`src/rtl/mult_dot_acc_pkg.sv`:
```
// Shared constants and width helper for the dot-product accumulator and
// other accumulating stages downstream of the shift-add multiplier.
package mult_dot_acc_pkg;

  localparam int DEF_N = 4;
  localparam int DEF_M = 4;
  localparam int DEF_K = 4;
  localparam int TAG_W = 8;

  // Sum of k unsigned n x m products never exceeds n+m+clog2(k) bits.
  function automatic int acc_width(input int n, input int m, input int k);
    return n + m + $clog2(k);
  endfunction

endpackage

```
`src/rtl/mult_dot_acc_fifo.sv`:
```
// Two-entry synchronous FIFO with a registered head; a push into a full
// FIFO is ignored unless a pop happens in the same cycle.
module mult_dot_acc_fifo #(
  parameter int W = 8
) (
  input  logic         clk,
  input  logic         rstn,
  input  logic         push_i,
  input  logic         pop_i,
  input  logic [W-1:0] din_i,
  output logic [W-1:0] dout_o,
  output logic         full_o,
  output logic         empty_o
);

  logic [1:0]   cnt_q, cnt_d;
  logic [W-1:0] head_q, head_d;
  logic [W-1:0] tail_q, tail_d;
  logic         pop_fire, push_fire;

  assign pop_fire  = pop_i && (cnt_q != 2'd0);
  assign push_fire = push_i && ((cnt_q != 2'd2) || pop_fire);

  always_comb begin
    cnt_d  = cnt_q;
    head_d = head_q;
    tail_d = tail_q;
    case ({push_fire, pop_fire})
      2'b10: begin
        if (cnt_q == 2'd0) head_d = din_i;
        else               tail_d = din_i;
        cnt_d = cnt_q + 2'd1;
      end
      2'b01: begin
        head_d = tail_q;
        cnt_d  = cnt_q - 2'd1;
      end
      2'b11: begin
        // Occupancy is unchanged; the new entry lands behind whatever remains.
        if (cnt_q == 2'd1) begin
          head_d = din_i;
        end else begin
          head_d = tail_q;
          tail_d = din_i;
        end
      end
      default: ;
    endcase
  end

  always_ff @(posedge clk or negedge rstn) begin
    if (!rstn) begin
      cnt_q  <= 2'd0;
      head_q <= '0;
      tail_q <= '0;
    end else begin
      cnt_q  <= cnt_d;
      head_q <= head_d;
      tail_q <= tail_d;
    end
  end

  assign dout_o  = head_q;
  assign full_o  = (cnt_q == 2'd2);
  assign empty_o = (cnt_q == 2'd0);

endmodule

```
`src/rtl/mult_dot_acc.sv`:
```
// Accumulates K consecutive multiplier products into one sum and buffers
// completed sums in a 2-entry FIFO; MULT_DOT_ACC_TAG_EN adds a sum_tag output.
module mult_dot_acc
  import mult_dot_acc_pkg::*;
#(
  parameter int N     = DEF_N,
  parameter int M     = DEF_M,
  parameter int K     = DEF_K,
  parameter int ACC_W = acc_width(N, M, K)
) (
  input  logic             clk,
  input  logic             rstn,
  input  logic             res_rdy,
  input  logic [N+M-1:0]   res,
  input  logic             clr,
  output logic             sum_valid,
  input  logic             sum_ready,
  output logic [ACC_W-1:0] sum,
  output logic             busy,
  output logic             ovf
`ifdef MULT_DOT_ACC_TAG_EN
  ,
  output logic [TAG_W-1:0] sum_tag
`endif
);

  localparam int CNT_W = $clog2(K);
`ifdef MULT_DOT_ACC_TAG_EN
  localparam int FW = ACC_W + TAG_W;
`else
  localparam int FW = ACC_W;
`endif

  logic [CNT_W-1:0] cnt_q, cnt_d;
  logic [ACC_W-1:0] acc_q, acc_d;
  logic             ovf_q, ovf_d;
  logic             busy_q;
  logic [ACC_W-1:0] res_ext, acc_sum;
  logic             sample, last, pop, full, empty, drop;
  logic [FW-1:0]    fifo_din, fifo_dout;

  assign res_ext = ACC_W'(res);
  assign acc_sum = acc_q + res_ext;
  // clr dominates a coincident sample, so a K-th product under clr never completes.
  assign sample  = res_rdy && !clr;
  assign last    = sample && (cnt_q == CNT_W'(K - 1));
  assign pop     = sum_valid && sum_ready;
  assign drop    = last && full && !pop;

  always_comb begin
    cnt_d = cnt_q;
    acc_d = acc_q;
    ovf_d = ovf_q || drop;
    if (clr) begin
      cnt_d = '0;
      acc_d = '0;
      ovf_d = 1'b0;
    end else if (last) begin
      cnt_d = '0;
      acc_d = '0;
    end else if (sample) begin
      cnt_d = cnt_q + CNT_W'(1);
      acc_d = (cnt_q == '0) ? res_ext : acc_sum;
    end
  end

  always_ff @(posedge clk or negedge rstn) begin
    if (!rstn) begin
      cnt_q  <= '0;
      acc_q  <= '0;
      ovf_q  <= 1'b0;
      busy_q <= 1'b0;
    end else begin
      cnt_q  <= cnt_d;
      acc_q  <= acc_d;
      ovf_q  <= ovf_d;
      busy_q <= (cnt_d != '0);
    end
  end

`ifdef MULT_DOT_ACC_TAG_EN
  logic [TAG_W-1:0] tag_q;

  always_ff @(posedge clk or negedge rstn) begin
    if (!rstn)             tag_q <= '0;
    else if (last && !drop) tag_q <= tag_q + TAG_W'(1);
  end

  assign fifo_din = {tag_q, acc_sum};
  assign sum_tag  = fifo_dout[FW-1:ACC_W];
`else
  assign fifo_din = acc_sum;
`endif

  mult_dot_acc_fifo #(.W(FW)) u_fifo (
    .clk     (clk),
    .rstn    (rstn),
    .push_i  (last),
    .pop_i   (pop),
    .din_i   (fifo_din),
    .dout_o  (fifo_dout),
    .full_o  (full),
    .empty_o (empty)
  );

  assign sum_valid = !empty;
  assign sum       = fifo_dout[ACC_W-1:0];
  assign busy      = busy_q;
  assign ovf       = ovf_q;

endmodule

```
`config.mk`:
```
export PLATFORM = sky130hd
export DESIGN_NAME = mult_dot_acc
export DESIGN_NICKNAME = d
export VERILOG_FILES = /design/src/rtl/mult_dot_acc_pkg.sv /design/src/rtl/mult_dot_acc_fifo.sv /design/src/rtl/mult_dot_acc.sv
export SDC_FILE = /design/constraint.sdc
export NUM_CORES = 1
export LEC_CHECK = 0
export BUFFER_PORTS_ARGS = -buffer_cell sky130_fd_sc_hd__buf_2
export CAP_MARGIN = 20
export CELL_PAD_IN_SITES_DETAIL_PLACEMENT = 1
export CELL_PAD_IN_SITES_GLOBAL_PLACEMENT = 1
export CORE_MARGIN = 10
export CORE_UTILIZATION = 35
export DETAILED_ROUTE_END_ITERATION = 12
export PLACE_DENSITY = 0.67
export SLEW_MARGIN = 20
export SYNTH_ARGS = -nofsm -noshare
export SYNTH_HDL_FRONTEND = slang
export SYNTH_SLANG_ARGS = --single-unit
```
`constraint.sdc`:
```
create_clock -name clk -period 2.15 [get_ports clk]
set_input_delay 0.1075 -clock clk [delete_from_list [all_inputs] [get_ports clk]]
set_output_delay 0.1075 -clock clk [all_outputs]
set_load 0.01 [all_outputs]
```
==> results of run 1 <==
-- kinds of logic after synthesis --
logic type	Yosys count
XOR/XNOR	8
flip-flops	36
adder cells (fa/ha/maj)	14
multiplexers	17
AO/OA/AOI/OAI	64
AND/OR/NAND/NOR	61
buffers and inverters	17
-- power groups by stage --
stage               clock, uW  sequential, uW  combinational, uW
CTS                       550             976               1040
global route              581            1000               1170
finish                    538             972               1030
detailed placement          0             989               1030
global placement            0             985                999
floorplan                   0            1010                613
-- repair_timing --
item                                    in CTS  in global routing
gates resized for setup                      1                  6
hold buffers                                 1                  0
pin swaps                                    0                  2
buffers inserted                             0                  1
hold endpoints to repair                    36                  0
endpoints found under the setup margin       2                 11
-- sequential cells by signal, indices dropped and copies added (netlist names) --
signal         count
u_fifo.cnt_q       2
cnt_q              2
ovf                1
acc_q             10
busy               1
u_fifo.tail_q     10
u_fifo.dout_o     10
-- cells in the mapped netlist (2+ instances only) --
| library cell | number |
|---|---|
| a211oi_1 | 2 |
| a21o_1 | 2 |
| a21oi_1 | 19 |
| a2bb2oi_1 | 3 |
| a31oi_1 | 2 |
| buf_2 | 3 |
| buf_4 | 2 |
| buf_6 | 2 |
| clkbuf_1 | 2 |
| dfrtp_1 | 36 |
| ha_1 | 13 |
| inv_1 | 8 |
| mux2_2 | 7 |
| mux2i_1 | 10 |
| nand2_1 | 24 |
| nand2b_1 | 2 |
| nand3_1 | 3 |
| nand3b_1 | 2 |
| nor2_1 | 18 |
| nor2b_1 | 2 |
| nor3_1 | 3 |
| o211ai_1 | 2 |
| o21a_1 | 2 |
| o21ai_0 | 17 |
| o22ai_1 | 2 |
| o31ai_1 | 3 |
| xnor2_1 | 5 |
| xor2_1 | 3 |
-- how the worst max path moves through the flow --
stage / from / to / cells after the start
global placement: acc_q[0] / u_fifo.tail_q[8] / 8
global route: acc_q[0] / acc_q[8] / 9
floorplan: acc_q[0] / u_fifo.tail_q[8] / 7
detailed placement: acc_q[0] / u_fifo.tail_q[8] / 8
CTS: acc_q[0] / acc_q[6] / 8
finish: acc_q[0] / u_fifo.tail_q[8] / 8
-- per-layer routing --
metal / up-vias / routed length [um]
li1: 857 / -
met1: 884 / 2520
met2: 22 / 2720
met3: 6 / 213
met4: 0 / 63
met5: - / 0
-- stage by stage --
step	utilization, %	cell area [um^2]	total power (uW)	instances
after floorplan	-	2130	1630	217
after CTS	42.6	2520	2560	332
final	43.0	2550	2540	333
after global placement	40.7	2410	1980	324
after detailed placement	40.7	2410	2020	324
after global routing	43.0	2550	2750	333
-- cell type report --
class	instances	area, um^2	share of cell area, %
Multi-Input combinational cell	164	1160	45.5
Inverter	8	30.0	1.18
Timing Repair Buffer	43	267	10.5
Clock buffer	7	96.3	3.78
Sequential cell	36	901	35.4
Tap cell	75	93.8	3.68
-- worst register-to-register path, stage by stage, from the launching register on --
cell	delay [ps]
dfrtp_1	390
ha_2	190
fa_2	340
a21o_1	200
a21oi_2	150
buf_6	130
o31ai_2	90
xor2_1	150
mux2_2	280
==> results.tsv, run 1 <==
metric	value	unit
status	completed	
clock-pin transition on the worst setup and hold timing paths	70	ps
drt drc	0	
number of CTS-inserted buffers	5	
Antenna Diode Count	0	
HPWL after detailed placement	4060	um
Slew headroom	40.8	%
first-pass GRT wire length	9290	um
Post-Synth XOR/XNOR Area	3.29	%
Yosys cell types	46	
worst reg2reg path endpoint	u_fifo.tail_q[8]	
die height	98.0	um
core area	5920	um^2
gpl congestion	0.791	
clock skew	4.87	ps
Via density	5.31	
CP cell instances	ha_2, fa_2, a21o_1, a21oi_2, buf_6, o31ai_2, xor2_1, mux2_2	
switching share of total power	37.1	%
post-synth top area cell	dfrtp_1	
leading cell type in the layout, fill and taps excluded	dfrtp_1	
CP Data Arrival Time	2210	ps
switching power total	942	uW
Layout area overhead	19.6	%
count of flip-flops with a built-in enable after synthesis	0	
Cell Pwr Density	996	nW/um^2
sequential-to-total area share from yosys stat	42.3	%
grt total ovfl	0	
hold path cells	2	
Hold Path End	cnt_q[1]	
clock sinks	36	
Synth Net Count	244	
Post-Synth Adder-Cell Area	8.57	%
antenna-violating nets left	0	
Int Pwr	1600	uW
startpoint types	flip-flop	
setup TNS	0	ps
maximum vdd drop	0.000457	V
Crit. End Element	flip-flop	
Worst Path Buf+Inv	1	
Die Wd	98.0	um
Synth Area in Compound Gates	19.9	%
layout cells sized above 1	25.6	%
power share of the combinational group	40.5	%
Post-Syn Area	2130	um^2
WL/cell	16.6	um
f_max	492	MHz
IO Count	26	
CTS tree	done	
Cell Rows	28	
M2 GR Usage	20.1	%
ranking of synthesized cells by area	dfrtp_1 (42%), ha_1 (7.6%), mux2i_1 (4.7%)	
Yosys top cell area share	42.3	%
Tightest Pin Transition	887	ps
Slowest-stage cell, CP	dfrtp_1	
Main synth FF type	dfrtp_1	
final setup violation count	0	
initial drt markers	56	
initial core utilization	36.0	%
met1 layer usage reported by global route	13.6	%
initial antenna violation count	0	
CP max FO	4	
register bit total from synthesis	36	
Synth Area per Inst	9.82	um^2
later-pin clock latency in the skew report	290	ps
R2R cell count	8	
Final WS setup	116	ps
largest family of logic cells by synthesized area	compound AO/OA/AOI/OAI gates	
Synth Area in Simple Gates	13.3	%
worst hold slack	68.0	ps
H-tree levels	2	
r2r startpoint	acc_q[0]	
GRT met3 Usage	2.89	%
largest net degree at the start of global routing	37	
Sequential Power Share	38.3	%
Place WS	-19.0	ps
HP Class	input port to flip-flop	
IO buf count	25	
critical path type	flip-flop to flip-flop	
Max Cap Viol	0	
multiplexer area fraction after synthesis	8.40	%
gr usage total	11.5	%
commonest non-fill, non-tap cells in the layout	dfrtp_1 (36), buf_2 (25), nand2_1 (24), nor2_1 (18), a21oi_1 (18)	
YS warnings	0	
nets	285	
CTS max path bufs	2	
R2R setup slack	120	ps
Post-Syn Instances	217	
Fillers	704	
Max Slew Vio Count	0	
CP top delay family	adder cells	
CTS root buf	clkbuf_8	
asr flop ratio synth	100	%
DRT Pass-1 Iters	4	
Die ar.	9610	um^2
Required @ worst endpoint	2330	ps
final wirelength	5520	um
Crit path largest cell delay	390	ps
Period minus WS final	2030	ps
via count	1769	
vias in the first global route	1861	
Clk network pwr share	21.2	%
endpoints failing hold	0	
global route hottest layer	met2	
P_leak	0.00122	uW
hold wc startpoint	clr	
period utilization	94.6	%
Power figures use the tool's default switching activity.
==> run 2, diff against run 1 <==
Settings changed: PLACE_DENSITY 0.67 to 0.64.
Clock period 2.15 ns to 2.4 ns, I/O delays scaled along.
==> run 2 against run 1 <==
Critical path depth down 1; clock power about the same; clock-buffer cell count decreased by 2; utilization down 1.5 points; largest cell class unchanged; sequential power shrank 10%; setup slack gained 39 ps.
==> results.tsv, run 2 (synthesis results as in run 1) <==
metric	value	unit	change
status	completed		unchanged
CTS tree	done		unchanged
HP Class	input port to flip-flop		unchanged
IO buf count	25		unchanged
die height	98.0	um	unchanged
clock sinks	36		unchanged
vias in the first global route	1825		was 1861
H-tree levels	2		unchanged
number of CTS-inserted buffers	5		unchanged
Finished Layout Cells	323		was 333
CTS root buf	clkbuf_8		unchanged
final wirelength	5270	um	was 5520 um
CP max FO	5		was 4
commonest non-fill, non-tap cells in the layout	dfrtp_1 (36), buf_2 (25), nand2_1 (24), a21oi_1 (19), nor2_1 (18)		was dfrtp_1 (36), buf_2 (25), nand2_1 (24), nor2_1 (18), a21oi_1 (18)
Via density	5.19		was 5.31
IO Count	26		unchanged
initial antenna violation count	0		unchanged
Post-DP Area	2330	um^2	was 2410 um^2
leading cell type in the layout, fill and taps excluded	dfrtp_1		unchanged
largest net degree at the start of global routing	37		unchanged
Die ar.	9610	um^2	unchanged
period utilization	93.5	%	was 94.6%
antenna-violating nets left	0		unchanged
endpoints failing hold	0		unchanged
setup TNS	0	ps	unchanged
HPWL after detailed placement	3960	um	was 4060 um
maximum vdd drop	0.000478	V	was 0.000457 V
Period minus WS final	2240	ps	was 2030 ps
Crit path largest cell delay	410	ps	was 390 ps
Antenna Diode Count	0		unchanged
final instance area	2460	um^2	was 2550 um^2
Worst Path Buf+Inv	0		was 1
Layout area overhead	15.3	%	was 19.6%
later-pin clock latency in the skew report	290	ps	about the same
RSZ-0062 raised after global routing	false		
Tightest Pin Transition	869	ps	was 887 ps
first-pass GRT wire length	9080	um	was 9290 um
DRT Pass-1 Iters	4		unchanged
final setup violation count	0		unchanged
Slowest-stage cell, CP	fa_1		was dfrtp_1
nets	274		was 285
Die Wd	98.0	um	unchanged
Slew headroom	41.5	%	was 40.8%
initial core utilization	36.0	%	unchanged
via count	1675		was 1769
grt total ovfl	0		unchanged
CTS max path bufs	2		unchanged
Max Cap Viol	0		unchanged
initial drt markers	74		was 56
post-CTS resize count	0		was 1
Inst Count DP	314		was 324
core area	5920	um^2	unchanged
gr usage total	11.3	%	was 11.5%
Cell Rows	28		unchanged
P_leak	0.00117	uW	was 0.00122 uW
f_max	445	MHz	was 492 MHz
critical path type	flip-flop to flip-flop		unchanged
CP top delay family	compound AO/OA/AOI/OAI gates		was adder cells
clock skew	9.04	ps	was 4.87 ps
Max Slew Vio Count	0		unchanged
Required @ worst endpoint	2580	ps	was 2330 ps
layout cells sized above 1	20.6	%	was 25.6%
Cell Pwr Density	922	nW/um^2	was 996 nW/um^2
gpl congestion	0.815		was 0.791
CP Data Arrival Time	2420	ps	was 2210 ps
WL/cell	16.3	um	was 16.6 um
clock-pin transition on the worst setup and hold timing paths	80	ps	was 70 ps
Crit. End Element	flip-flop		unchanged
startpoint types	flip-flop		unchanged
drt drc	0		unchanged
CP cell instances	ha_1, fa_1, a21o_1, a21oi_1, o31ai_1, xor2_1, mux2_2		was ha_2, fa_2, a21o_1, a21oi_2, buf_6, o31ai_2, xor2_1, mux2_2
## run 2: worst paths after layout
path	end	cells after the start	startpoint	slack, ps
max in group asynchronous	u_fifo.dout_o[8]	2	rstn	1410
worst min register to register	u_fifo.dout_o[2]	2	u_fifo.dout_o[2]	480
worst max register to register	u_fifo.tail_q[8]	7	acc_q[0]	160
worst max-delay path	u_fifo.tail_q[8]	7	acc_q[0]	160
worst min-delay path	cnt_q[1]	2	clr	90
min in group asynchronous	acc_q[1]	2	rstn	470
## run 2: cell type report
class	count	area [um^2]
fill	700	3460
multi-input combinational	164	1140
sequential	36	901
timing repair buffer	32	180
tap	75	93.8
clock buffer	5	68.8
clock inverter	3	42.5
inverter	8	30.0
## run 2: per-stage QoR
| step | util (%) | total power, uW | hold slack (ps) | setup WS, ps |
|---|---|---|---|---|
| CTS | 41.5 | 2320 | 82.1 | 141 |
| detailed placement | 39.4 | 1760 | 268 | 160 |
| global placement | 39.4 | 1740 | 278 | 222 |
| floorplan | - | 1460 | -176 | 283 |
| finish | 41.5 | 2260 | 92.9 | 155 |
| global route | 41.5 | 2450 | 115 | 31.7 |
## run 2: timing repair
action / CTS / global route
hold buffers: 1 / 0
endpoints found under the setup margin: 0 / 0
hold endpoints to repair: 36 / 0
buffers inserted: 0 / 0
## run 2: where the power goes
part,internal [uW],switching (uW),total [uW]
sequential,768,108,875
combinational,362,490,853
clock,307,228,535
total,1440,826,2260
## run 2: routing by layer
metal  vias up  share of wire (%)  track usage (%)
li1        836                  -                -
met1       810                 47             13.9
met4         0                1.2             3.24
met5         -                  0                0
met2        22                 49             19.1
met3         7                3.3             2.68
